[config.mk]
export PLATFORM = sky130hd
export DESIGN_NAME = inst_fetch
export DESIGN_NICKNAME = d
export VERILOG_FILES = /design/src/rtl/fetch_pkg.sv /design/src/rtl/label_table.sv /design/src/rtl/inst_fetch.sv
export SDC_FILE = /design/constraint.sdc
export NUM_CORES = 1
export LEC_CHECK = 0
export ABC_AREA = 1
export BUFFER_PORTS_ARGS = -buffer_cell sky130_fd_sc_hd__buf_4
export CAP_MARGIN = 20
export CORE_MARGIN = 2
export CORE_UTILIZATION = 35
export CTS_CLUSTER_SIZE = 20
export DETAILED_ROUTE_END_ITERATION = 7
export SLEW_MARGIN = 20
export SYNTH_ARGS = -nofsm -noshare
export SYNTH_HDL_FRONTEND = slang
export SYNTH_SLANG_ARGS = --single-unit
[constraint.sdc]
create_clock -name clk_i -period 5 [get_ports clk_i]
set_input_delay 0.5 -clock clk_i [delete_from_list [all_inputs] [get_ports clk_i]]
set_output_delay 0.5 -clock clk_i [all_outputs]
set_load 0.05 [all_outputs]
[src/rtl/fetch_pkg.sv]
// Shared types and opcodes for the fetch stage and its label table.
package fetch_pkg;
  localparam int NUM_LABELS = 15;
  localparam int ADDR_W     = 8;

  typedef enum logic [1:0] {ST_SCAN, ST_IDLE, ST_RUN, ST_HALT} state_t;

  localparam logic [3:0] LABEL_MASK = 4'b1111;
  localparam logic [7:0] HALT_OP    = 8'hE0;
  localparam logic [7:0] SENTINEL   = 8'hFF;

  // 1111_1111 shares the marker nibble but is the end-of-program sentinel.
  function automatic logic is_label(input logic [7:0] instr);
    return (instr[7:4] == LABEL_MASK) && (instr[3:0] != LABEL_MASK);
  endfunction
endpackage

[src/rtl/label_table.sv]
// Label index -> ROM address table, written during the pre-scan, read for branches.
module label_table
  import fetch_pkg::*;
(
  input  logic              clk,
  input  logic              rst_n,
  input  logic              wr_en,
  input  logic [3:0]        wr_idx,
  input  logic [ADDR_W-1:0] wr_addr,
  input  logic [3:0]        rd_idx,
  output logic [ADDR_W-1:0] rd_addr,
  output logic              rd_valid,
  output logic              dup
);
  logic [NUM_LABELS-1:0] valid_q;
  logic [ADDR_W-1:0]     addr_q [NUM_LABELS];
  logic [15:0]           valid_ext;
  logic                  wr_ok;
  logic                  wr_new;

  // Index 15 reads as permanently undefined.
  assign valid_ext = {1'b0, valid_q};
  assign wr_ok     = wr_en && (wr_idx != 4'hF);
  assign wr_new    = wr_ok && !valid_ext[wr_idx];

  always_ff @(posedge clk or negedge rst_n) begin
    if (!rst_n) begin
      valid_q <= '0;
      dup     <= 1'b0;
    end else if (wr_ok) begin
      if (valid_ext[wr_idx]) dup <= 1'b1;
      else                   valid_q[wr_idx] <= 1'b1;
    end
  end

  always_ff @(posedge clk) begin
    if (wr_new) addr_q[wr_idx] <= wr_addr;
  end

  assign rd_valid = valid_ext[rd_idx];
  assign rd_addr  = addr_q[rd_idx];
endmodule

[src/rtl/inst_fetch.sv]
// Program counter / fetch stage: ROM label pre-scan, sequential fetch, label branches, halt.
module inst_fetch
  import fetch_pkg::*;
(
  input  logic              clk_i,
  input  logic              rst_n_i,
  output logic [ADDR_W-1:0] rom_addr_o,
  input  logic [7:0]        rom_data_i,
  input  logic              start_i,
  input  logic              stall_i,
  input  logic              branch_i,
  input  logic [3:0]        branch_label_i,
  output logic [7:0]        instr_o,
  output logic [ADDR_W-1:0] pc_o,
  output logic              instr_valid_o,
  output logic              scan_done_o,
  output logic              halted_o,
  output logic              dup_label_o,
  output logic              bad_label_o
);
  state_t            state;
  logic [ADDR_W-1:0] scan_ptr;
  logic [ADDR_W-1:0] pc;
  logic [ADDR_W-1:0] tbl_addr;
  logic              tbl_valid;
  logic              tbl_wr;

  assign tbl_wr = (state == ST_SCAN) && is_label(rom_data_i);

  label_table u_label_table (
    .clk      (clk_i),
    .rst_n    (rst_n_i),
    .wr_en    (tbl_wr),
    .wr_idx   (rom_data_i[3:0]),
    .wr_addr  (scan_ptr),
    .rd_idx   (branch_label_i),
    .rd_addr  (tbl_addr),
    .rd_valid (tbl_valid),
    .dup      (dup_label_o)
  );

  always_comb begin
    rom_addr_o = '0;
    case (state)
      ST_SCAN: rom_addr_o = scan_ptr;
      ST_IDLE: rom_addr_o = '0;
      default: rom_addr_o = pc;
    endcase
  end

  always_ff @(posedge clk_i or negedge rst_n_i) begin
    if (!rst_n_i) begin
      state         <= ST_SCAN;
      scan_ptr      <= '0;
      pc            <= '0;
      instr_o       <= '0;
      pc_o          <= '0;
      instr_valid_o <= 1'b0;
      scan_done_o   <= 1'b0;
      halted_o      <= 1'b0;
      bad_label_o   <= 1'b0;
    end else begin
      case (state)
        ST_SCAN: begin
          scan_ptr <= scan_ptr + 1'b1;
          if (rom_data_i == SENTINEL || scan_ptr == '1) begin
            state       <= ST_IDLE;
            scan_done_o <= 1'b1;
          end
        end
        ST_IDLE: begin
          if (start_i) begin
            pc    <= '0;
            state <= ST_RUN;
          end
        end
        ST_RUN: begin
          // A halt that has already been delivered retires before anything else.
          if (instr_valid_o && instr_o == HALT_OP) begin
            instr_valid_o <= 1'b0;
            halted_o      <= 1'b1;
            state         <= ST_HALT;
          end else if (branch_i) begin
            instr_valid_o <= 1'b0;
            if (tbl_valid) begin
              pc <= tbl_addr;
            end else begin
              bad_label_o <= 1'b1;
              halted_o    <= 1'b1;
              state       <= ST_HALT;
            end
          end else if (!stall_i) begin
            if (rom_data_i == SENTINEL) begin
              instr_valid_o <= 1'b0;
              halted_o      <= 1'b1;
              state         <= ST_HALT;
            end else begin
              instr_o       <= rom_data_i;
              pc_o          <= pc;
              instr_valid_o <= 1'b1;
              pc            <= pc + 1'b1;
            end
          end
        end
        ST_HALT: begin
          instr_valid_o <= 1'b0;
          halted_o      <= 1'b1;
        end
        default: state <= ST_SCAN;
      endcase
    end
  end
endmodule

* After elaboration in Yosys (flattened, before gate mapping) *
Memories as Yosys holds them, arrays and structs flattened.
Cells that the tools add are included.

storage, ports and cells
  flip-flop bits (word level) = 54
  memory bits (writable) = 120
  bits of input ports = 17
  output and inout bits = 29
  word-level logic and storage cells = 97
  memories kept = 1

operators by class
  add/sub/neg operators = 2
  magnitude comparators = 3
  equality and inequality tests = 17
  multiplexer cells = 35
  bitwise logic cells = 7
  reduce and logical (&&, ||, !) cells = 21

memories
  memory                words  width  read ports  clocked after Yosys merged registers in  wr ports  RTL line           source
  u_label_table.addr_q  15     8      1           0                                        1         label_table.sv:16  logic [ADDR_W-1:0] addr_q [NUM_LABELS];

operators by type and width
  cell                                                                          number
  8-bit two-way mux                                                             6
  8-bit case mux with 2 select lines                                            2
  8-bit equality test, second input constant                                    3
  8-bit by 1-bit adder with 8-bit output, second input constant                 2
  4-bit != test, second input constant                                          4
  15-bit bitwise OR                                                             1
  1-bit two-way mux                                                             14
  2-bit two-way mux                                                             7
  6-bit AND reduction                                                           2
  4-bit by 5-bit less-than comparator with 1-bit output, second input constant  2
  3-bit != test, second input constant                                          3
  1-bit binary-select mux with 4-bit select                                     2
  2-bit AND reduction                                                           4
  4-bit AND reduction                                                           2
  1-bit logical AND                                                             6
  1-bit inverter                                                                6
  2-bit case mux with 3 select lines                                            1
  5-bit AND reduction                                                           1
  1-bit demux with 4-bit select                                                 1
  2-bit equality test, second input constant                                    2
  4-bit equality test, second input constant                                    1
  4-bit by 1-bit >= comparator with 1-bit output, second input constant         1
  2-bit != test, second input constant                                          2
  1-bit case mux with 2 select lines                                            2
  7 further kinds                                                               8

* Depth between registers and ports, before layout *
Gate-level depths: netlist of run 1.

  word-level depth = 7
  depth in mapped cells = 13
  gate-level depth less buffers = 11

* Modules after synthesis *
From an unflattened synthesis of run 1, not the netlist that was laid out.

unflattened totals
  cells, all modules = 811
  area total of the unflattened synthesis = 8022.7 µm²

modules (own cells, without submodules)
  module       times used  cells each  area each (µm²)  seq. area each (µm²)
  label_table  1           527         5841.9           4003.8
  inst_fetch   1           284         2180.8           950.9

* Worst setup path before layout of run 1 *
OpenSTA, ideal clock, no wires.

  path kind = register -> output
  from = register state[0]
  to = output port rom_addr_o[0]
  arrival = 2002 ps
  data required time = 4500 ps
  setup slack = 2498 ps
  stages on the path, launching flop included = 6
  buffers on the path = 0
  path through = dfrtp_1 -> inv_1 -> ha_1 -> inv_1 -> nand2_1 -> o21ai_0

between the ends
  word-level cells in the longest chain between the ends = 2
  elaborated cells between the ends (all ways) = 3
  those cells by class = eq/ne (1); mux (1); reduce/logical (1)

ends and longest elaborated chain
  element                                                                                   RTL line          source
  from (decl)                                                                               inst_fetch.sv:21  state_t state;
  from (signal assigned)                                                                    inst_fetch.sv:53  state <= ST_SCAN;
  from (signal assigned)                                                                    inst_fetch.sv:67  state <= ST_IDLE;
  from (signal assigned)                                                                    inst_fetch.sv:74  state <= ST_RUN;
  2-bit by 1-bit equality test with 1-bit output / 2-bit zero test (equally long branches)  inst_fetch.sv:44  case (state)
  8-bit case mux with 2 select lines (*)                                                    inst_fetch.sv:44
  to (decl)                                                                                 inst_fetch.sv:7   output logic [ADDR_W-1:0] rom_addr_o,

Mark *: on every way between the ends. The rest lies on a longest branch, timed or not.

* Worst setup path after layout of run 1 *
  from = register state[1]
  to = output port rom_addr_o[2]

The elaborated chain is that of the path after synthesis.

==> qor.txt, run 1 <==
status: finished, final reports clean
IO Port Bufs: 45
PwrDens: 501 mW/mm^2
Clock Tree Root: clkbuf_16
grt total ovfl: 0
P&R area growth vs syn: 16.3%
Yosys warnings: 0
maxcap violations: 0
worst reg2reg setup slack: 2230 ps
HP Class: input port to asynchronous set/reset pin
Post-Syn Area: 0.00781 mm^2
Final Hold Violating Endpoints: 0
CP Data Arrival Time: 2310 ps
Hold Slack: 118 ps
end of the critical path: rom_addr_o[2]
Hold Buf Count CTS: 0
vias in the first global route: 5608
leakage power: 3.72 nW
Final #Nets: 852
Synth area leaders: edfxtp_1 46%, dfrtp_1 17%, nand2_1 11%
diodes inserted: 0
number of H-tree levels: 4
syn nets: 807
antenna-violating nets left: 0
Fin Setup TNS: 0 ps
Worst Max-Slew Pin Slew: 876 ps
reg2reg start: state[1]$_DFFE_PN0P_
Worst path most repeated cell: inv_1
DR vias/cell: 5.06
worst skew pair latency: 430 ps
ys async rst share: 31.0%
# Post-CTS Setup Buffers: 0
Inst Count DP: 1089
number of enable flip-flop cells after synthesis: 120
Synth Flop Type: edfxtp_1
initial antenna violation count: 0
1st-iter DRT viols: 428
Highest Clock Rate: 0.356 GHz
min cycle time layout: 2810 ps
Total GRT Usage: 17.3%
Synth Register Bits: 174
clk slew on worst S/H paths: 70 ps
Vias: 5680
# IOs: 46
RSZ-0062 raised after global routing: false
Distinct cells, synth: 36
HPWL after DPL: 12.8 mm
1st-pass router iterations: 5
Slew HR: 41.5%
critical-path cell list: inv_1 -> ha_1 -> inv_1 -> nand2_1 -> o21ai_0 -> buf_4
Mean Syn Cell Area: 9.96 um^2
dominant cell type by area after synthesis: edfxtp_1
worst path required time: 4500 ps
Setup crit start kind: flop
Reg2Reg Capture Point: u_label_table.addr_q[6][5]$_DFFE_PP_
die span in x: 153 um
Max Fanout on Critical Path: 14
Placer Congestion: 0.863
first-pass GRT wire length: 31.3 mm
Starting Density: 35.7%
clock sinks: 174
clock tree from TritonCTS: built
Cell Rows: 54
FILL cells: 2156
critical path's slowest cell: ha_1
Post-Syn Instances: 784
critical path endpoint category: primary output
most frequent cells in the layout: 227 x nand2_1, 120 x edfxtp_1, 115 x nand3_1, 59 x inv_1, 57 x buf_4
share of layout cells above drive strength 1: 13.4%
CTS buffer count: 17
Resized Gates After CTS: 0
Core Region: 0.0219 mm^2
drt wl/cell: 17.6 um
largest net degree at the start of global routing: 69
CP max stage delay: 530 ps
FF-to-FF path depth: 6
peak supply drop: 0.000288 V
sequential-to-total area share from yosys stat: 63.4%
Synth top area share: 46.1%
Slew Limit Fails: 0
fin cells: 1122
DRC: 0
Post-DP Area: 0.00843 mm^2
Die ar.: 0.0235 mm^2
Final Setup Violations: 0
most common cell after layout, fill and taps aside: nand2_1
Tcrit/Tclk final: 56.3%
Final Cell Area: 0.00908 mm^2
Critical Path Start: state[1]$_DFFE_PN0P_
skew final: 9.01 ps
WS Path Type: flop to primary output
Die Ht: 153 um
WL final: 19.8 mm
clk buf depth: 2
==> report_power, final <==
part | internal [W] | switching (W) | total [W]
Clock | 0.000887 | 0.000559 | 0.00145
Sequential | 0.00177 | 0.000254 | 0.00202
Combinational | 0.000309 | 0.000771 | 0.00108
Total | 0.00297 | 0.00158 | 0.00455
==> routing by layer <==
metal / vias to the layer above / share of wire, % / GRT usage, %
li1: 2757 / - / -
met3: 25 / 4.7 / 2.75
met2: 152 / 48 / 27.7
met5: - / 0 / 0
met1: 2746 / 45 / 24.0
met4: 0 / 1.8 / 5.90
==> worst max-delay path: cells and delay by family, from the launching register on <==
kind                     cells  cell delay, ps
adder cells (fa/ha/maj)      1             530
AND/OR/NAND/NOR              1             250
flip-flops                   1             420
buffers and inverters        3             520
AO/OA/AOI/OAI                1             150
==> sequential cells by signal, indices dropped and copies added, names as in the netlist <==
signal and count:
u_label_table.dup 1, scan_ptr 8, bad_label_o 1, u_label_table.addr_q 120
pc_o 8, pc 8, instr_valid_o 1, state 2
halted_o 1, instr_o 8, u_label_table.valid_q 15, scan_done_o 1
==> per-stage QoR <==
step | total power, W | utilization, % | setup WS (ps)
after floorplan | 0.00270 | - | 2500
after global placement | 0.00312 | 38.5 | 1890
after detailed placement | 0.00314 | 38.5 | 1780
after CTS | 0.00457 | 41.4 | 1840
after global routing | 0.00475 | 41.5 | 1990
final | 0.00455 | 41.5 | 2190
==> synth_stat cells, types with 2 or more instances <==
master and number:
a21oi_1 9, a22oi_1 4, buf_1 4, buf_2 18, buf_6 3, clkbuf_1 6
dfrtp_1 54, edfxtp_1 120, ha_1 6, inv_1 59, inv_2 2, nand2_1 227
nand2_2 4, nand2_4 4, nand3_1 115, nand4_1 5, nor2_1 39, nor2_2 3
nor2_4 3, nor3_1 13, o211ai_1 7, o21ai_0 25, o21ai_1 27, o21bai_1 2
o22ai_1 5, or2_2 3, xor2_1 8
==> logic make-up (layout without fill, tap and decap cells) <==
family / after synthesis / count (layout) / share of synthesized area [%]
and+or+nand+nor: 419 / 419 / 23.6
DFF: 174 / 174 / 63.4
buffers and inverters: 94 / 152 / 5.14
AOI/OAI and AO/OA: 83 / 83 / 5.97
xor gates and xnor gates: 8 / 8 / 0.897
adders and majority gates: 6 / 6 / 0.961
==> layout make-up <==
| cell class | instances | area, um^2 | area share (%) |
|---|---|---|---|
| Clock buffer | 17 | 425 | 4.68 |
| Clock inverter | 15 | 215 | 2.37 |
| Inverter | 62 | 233 | 2.56 |
| Multi-Input combinational cell | 516 | 2470 | 27.2 |
| Sequential cell | 174 | 4950 | 54.6 |
| Tap cell | 280 | 350 | 3.86 |
| Timing Repair Buffer | 58 | 433 | 4.77 |
==> how the worst min path moves through the flow <==
stage	from	to	slack, ps	cells past startpoint
global placement	halted_o$_DFFE_PN0P_	halted_o$_DFFE_PN0P_	450	1
detailed placement	halted_o$_DFFE_PN0P_	halted_o$_DFFE_PN0P_	450	1
CTS	rst_n_i	instr_o[5]$_DFFE_PN0P_	130	1
finish	rst_n_i	instr_o[0]$_DFFE_PN0P_	120	1
global route	rst_n_i	instr_o[0]$_DFFE_PN0P_	170	1
floorplan	rst_n_i	bad_label_o$_DFFE_PN0P_	200	0
No activity file was read; power rests on OpenSTA's default activity.
==> run 2, diff against run 1 <==
==> constraint.sdc (replaced) <==
create_clock -name clk_i -period 2.6 [get_ports clk_i]
set_input_delay 0.26 -clock clk_i [delete_from_list [all_inputs] [get_ports clk_i]]
set_output_delay 0.26 -clock clk_i [all_outputs]
set_load 0.05 [all_outputs]
==> run 2 against run 1 <==
  * Wire length increased by 4.9%
  * Sequential cell count stayed put
  * Worst setup slack lost 2000 ps
  * Via count grew 2.3%
  * Die area unchanged
  * Highest routed layer unchanged
==> qor.txt, run 2 (synthesis results as in run 1) <==
maxcap violations: 0
pre-CTS worst setup slack: 350 ps
first-pass GRT wire length: 32.5 mm
Setup crit start kind: flop
clock sinks: 174
Die ar.: 0.0235 mm^2
Critical Path Start: state[0]$_DFFE_PN0P_
Final Hold Violating Endpoints: 0
1st-pass router iterations: 5
most frequent cells in the layout: 227 x nand2_1, 120 x edfxtp_1, 115 x nand3_1, 83 x buf_4, 59 x inv_1
power share of the combinational group: 29.2%
reg2reg start: state[0]$_DFFE_PN0P_
sequential power share: 41.8%
Hold Slack: 82.2 ps
WL final: 20.7 mm
diodes inserted: 0
antenna-violating nets left: 0
drt wl/cell: 18.0 um
# IOs: 46
clock tree from TritonCTS: built
grt total ovfl: 0
end of the critical path: rom_addr_o[0]
leakage power: 3.83 nW
fin cells: 1150
Regs by FF count: u_label_table.addr_q x120, u_label_table.valid_q x15
Reg2Reg Capture Point: u_label_table.addr_q[11][3]$_DFFE_PP_
Placer Congestion: 0.901
DRC: 0
share of layout cells above drive strength 1: 15.3%
Cell Rows: 54
initial antenna violation count: 0
setup ws final: 171 ps
Highest Clock Rate: 0.412 GHz
Tcrit/Tclk final: 93.4%
RSZ-0062 raised after global routing: false
worst path required time: 2340 ps
clock group share of total power: 29.0%
Clock Tree Root: clkbuf_16
critical path endpoint category: primary output
FF-to-FF path depth: 7
Fin Setup TNS: 0 ps
Max Fanout on Critical Path: 13
die span in x: 153 um
largest net degree at the start of global routing: 69
sw power: 0.00304 W
most common cell after layout, fill and taps aside: nand2_1
cell internal pwr: 0.00555 W
Final #Nets: 880
IO Port Bufs: 45
Sw Ratio: 35.4%
CTS buffer count: 17
number of H-tree levels: 4
Largest register FFs: 120
Reg with most FFs: u_label_table.addr_q
1st-iter DRT viols: 415
Final Setup Violations: 0
Core Util, Final: 42.2%
HP Class: input port to flop
Slew Limit Fails: 0
HPWL after DPL: 13.7 mm
Core Region: 0.0219 mm^2
PwrDens: 930 mW/mm^2
clk slew on worst S/H paths: 60 ps
DR vias/cell: 5.05
WS Path Type: flop to primary output
P&R area growth vs syn: 18.3%
vias in the first global route: 5812
Inst Count DP: 1117
status: finished, final reports clean
worst reg2reg setup slack: 550 ps
Slew HR: 51.3%
Starting Density: 35.7%
min cycle time layout: 2430 ps
Total GRT Usage: 17.9%
FILL cells: 2175
Die Ht: 153 um
skew final: 7.09 ps
worst skew pair latency: 420 ps
CP Data Arrival Time: 2170 ps
clk buf depth: 2
Vias: 5811
peak supply drop: 0.000591 V
Worst Max-Slew Pin Slew: 730 ps
-- run 2: cell types whose count changed in the layout (fill, tap and decap cells not counted), sizes merged --
cell         previous run  this run
dlygate4sd3             0         1
clkinv                  6         3
inv                    65        62
buf                    58        85
clkbuf                 17        27
bufinv                  5         1
-- run 2: worst min path at each step --
stage	start	to	slack [ps]	cells after the start
after global routing	rom_data_i[5]	instr_o[5]$_DFFE_PN0P_	100	3
after CTS	rom_data_i[7]	instr_o[7]$_DFFE_PN0P_	70	3
after global placement	rst_n_i	instr_o[0]$_DFFE_PN0P_	360	1
after detailed placement	rst_n_i	instr_o[4]$_DFFE_PN0P_	370	1
after floorplan	rst_n_i	bad_label_o$_DFFE_PN0P_	-40	0
final	rom_data_i[6]	instr_o[6]$_DFFE_PN0P_	80	3
-- run 2: power groups by stage --
stage	Clock (W)	Combinational, W	Sequential, W
after global placement	0	0.00250	0.00364
final	0.00249	0.00251	0.00359
after floorplan	0	0.00110	0.00410
after detailed placement	0	0.00251	0.00364
after CTS	0.00252	0.00252	0.00359
after global routing	0.00264	0.00273	0.00362
-- run 2: worst max-delay path, stage by stage (launching register included) --
cell and delay, ps:
dfrtp_1 400, inv_1 80, ha_1 230, buf_4 200, inv_1 130, nand2_1 190, o21ai_0 270, buf_4 240
-- run 2: routing by layer --
layer | share of wire, % | global-route usage (%) | wire length (um)
met2 | 48 | 29.0 | 9980
met5 | 0 | 0 | 0
met4 | 3.1 | 7.30 | 639
met3 | 5.4 | 3.66 | 1110
met1 | 43 | 23.7 | 9000
-- run 2: cell type report --
class                           count  area (um^2)  share of cell area, %
Clock inverter                      5         56.3                  0.609
Tap cell                          280          350                   3.79
Timing Repair Buffer               86          673                   7.28
Clock buffer                       27          519                   5.62
Sequential cell                   174         4950                   53.6
Multi-Input combinational cell    516         2460                   26.6
Inverter                           62          233                   2.52
-- run 2: metrics by stage --
step | area, um^2 | total power, W
after global routing | 9240 | 0.00899
after CTS | 9240 | 0.00862
after global placement | 8660 | 0.00613
after detailed placement | 8660 | 0.00615
after floorplan | 7810 | 0.00520
final | 9240 | 0.00859
-- run 2: repair_timing --
action,in CTS,in global routing
hold buffers,1,0
endpoints found under the setup margin,0,1
buffers inserted,0,0
endpoints found under the hold margin,54,0
resized for setup,0,1
==> run 3, diff against run 2 <==
--- a/config.mk
+++ b/config.mk
@@ -8,6 +8,7 @@
 export ABC_AREA = 1
 export BUFFER_PORTS_ARGS = -buffer_cell sky130_fd_sc_hd__buf_4
 export CAP_MARGIN = 20
+export CORE_ASPECT_RATIO = 0.9
 export CORE_MARGIN = 2
 export CORE_UTILIZATION = 35
 export CTS_CLUSTER_SIZE = 20
==> run 3 against run 2 <==
  * Critical path depth unchanged
  * Critical path type unchanged
  * Worst hold slack worse by 19 ps
  * Combinational power down 2%
  * Clock power rose by 6%
  * Critical endpoint is now rom_addr_o[4]
  * Core utilization rose by 0.27 points
  * Global-route usage is 0.33 points lower
  * Clock skew up 6.7 ps
  * Sequential cell count did not move
  * Register-to-register slack got worse by 40 ps
  * Via count fell by 0.91%
==> qor.txt, run 3 (synthesis results as in run 1) <==
setup ws final: 228 ps
clk slew on worst S/H paths: 70 ps
Inst Count DP: 1122
worst skew pair latency: 440 ps
Die Ht: 146 um
Slew HR: 50.3%
CP Data Arrival Time: 2110 ps
vias in the first global route: 5579
# Post-CTS Setup Buffers: 0
Worst Max-Slew Pin Slew: 744 ps
Clock Tree Root: clkbuf_16
IO Port Bufs: 45
most frequent cells in the layout: 227 x nand2_1, 120 x edfxtp_1, 115 x nand3_1, 77 x buf_4, 59 x inv_1
clock group share of total power: 30.2%
initial antenna violation count: 0
PwrDens: 943 mW/mm^2
RSZ-0062 raised after global routing: false
1st-pass router iterations: 5
Final Hold Violating Endpoints: 0
Max Fanout on Critical Path: 13
Setup crit start kind: flop
worst path required time: 2340 ps
skew final: 13.8 ps
P&R area growth vs syn: 18.4%
Resized Gates After CTS: 0
Tcrit/Tclk final: 91.2%
Placer Congestion: 0.836
Reg with most FFs: u_label_table.addr_q
Cell Rows: 51
CTS buffer count: 17
pre-CTS worst setup slack: 218 ps
most common cell after layout, fill and taps aside: nand2_1
Slew Limit Fails: 0
clk buf depth: 2
peak supply drop: 0.000629 V
clock sinks: 174
first-pass GRT wire length: 31.6 mm
Fin Setup TNS: 0 ps
sequential power share: 41.4%
leakage power: 3.81 nW
Core Util, Final: 42.5%
largest net degree at the start of global routing: 69
Highest Clock Rate: 0.422 GHz
Core Region: 0.0218 mm^2
HP Class: input port to flop
WS Path Type: flop to primary output
sw power: 0.00313 W
critical path endpoint category: primary output
Vias: 5758
Final Setup Violations: 0
HPWL after DPL: 13.2 mm
DR vias/cell: 4.99
drt wl/cell: 17.2 um
1st-iter DRT viols: 578
maxcap violations: 0
WL final: 19.8 mm
share of layout cells above drive strength 1: 15.3%
Sw Ratio: 35.8%
fin cells: 1155
power share of the combinational group: 28.3%
Hold Buf Count CTS: 1
Regs by FF count: u_label_table.addr_q x120, u_label_table.valid_q x15
Final #Nets: 874
Starting Density: 35.9%
min cycle time layout: 2370 ps
# IOs: 46
Largest register FFs: 120
status: finished, final reports clean
antenna-violating nets left: 0
Die ar.: 0.0235 mm^2
die span in x: 161 um
DRC: 0
number of H-tree levels: 4
Total GRT Usage: 17.6%
clock tree from TritonCTS: built
diodes inserted: 0
grt total ovfl: 0
cell internal pwr: 0.00560 W
run 3: worst paths after layout:
kind                                                               to  slack [ps]                            startpoint  depth (start not counted)
worst max-delay path                                    rom_addr_o[4]         230                  state[0]$_DFFE_PN0P_                          7
worst min-delay path                           instr_o[6]$_DFFE_PN0P_          60                         rom_data_i[6]                          3
worst max register to register  u_label_table.addr_q[11][6]$_DFFE_PP_         510  u_label_table.valid_q[8]$_DFFE_PN0P_                          8
worst min register to register                   halted_o$_DFFE_PN0P_         470                  halted_o$_DFFE_PN0P_                          1
max in group asynchronous                     scan_ptr[6]$_DFFE_PN0N_        1710                               rst_n_i                          2
min in group asynchronous                      instr_o[0]$_DFFE_PN0P_         410                               rst_n_i                          2
run 3: critical path, cell delays in order, from the launching register on:
cell	delay, ps
dfrtp_1	400
inv_1	80
ha_1	220
buf_4	200
inv_1	140
nand2_1	180
o21ai_0	220
buf_4	230
run 3: layout make-up:
| class | instances | area, um^2 |
|---|---|---|
| fill | 2082 | 12500 |
| inverter | 62 | 233 |
| clock buffer | 18 | 429 |
| timing repair buffer | 80 | 628 |
| sequential | 174 | 4950 |
| multi-input combinational | 516 | 2460 |
| clock inverter | 14 | 181 |
| tap | 291 | 364 |
run 3: routing by layer:
layer	up-vias	part of all wire (%)	GRT usage, %
li1	2794	-	-
met1	2743	46	25.2
met2	183	46	26.9
met3	38	5.4	3.22
met4	0	2.5	6.29
met5	-	0	0
run 3: through the flow:
| step | cell area (um^2) | hold WS [ps] | total power [W] |
|---|---|---|---|
| after global routing | 9250 | 77.0 | 0.00911 |
| after floorplan | 7810 | -35.6 | 0.00520 |
| after detailed placement | 8630 | 362 | 0.00614 |
| final | 9250 | 63.3 | 0.00872 |
| after global placement | 8630 | 356 | 0.00613 |
| after CTS | 9250 | 56.4 | 0.00876 |
run 3: power groups by stage:
stage	clock network (W)	logic, W	registers, W
3_3_place_gp	0	0.00247	0.00367
3_5_place_dp	0	0.00248	0.00367
2_1_floorplan	0	0.00110	0.00410
6_report	0.00264	0.00247	0.00361
4_1_cts	0.00266	0.00248	0.00361
5_1_grt	0.00278	0.00268	0.00365
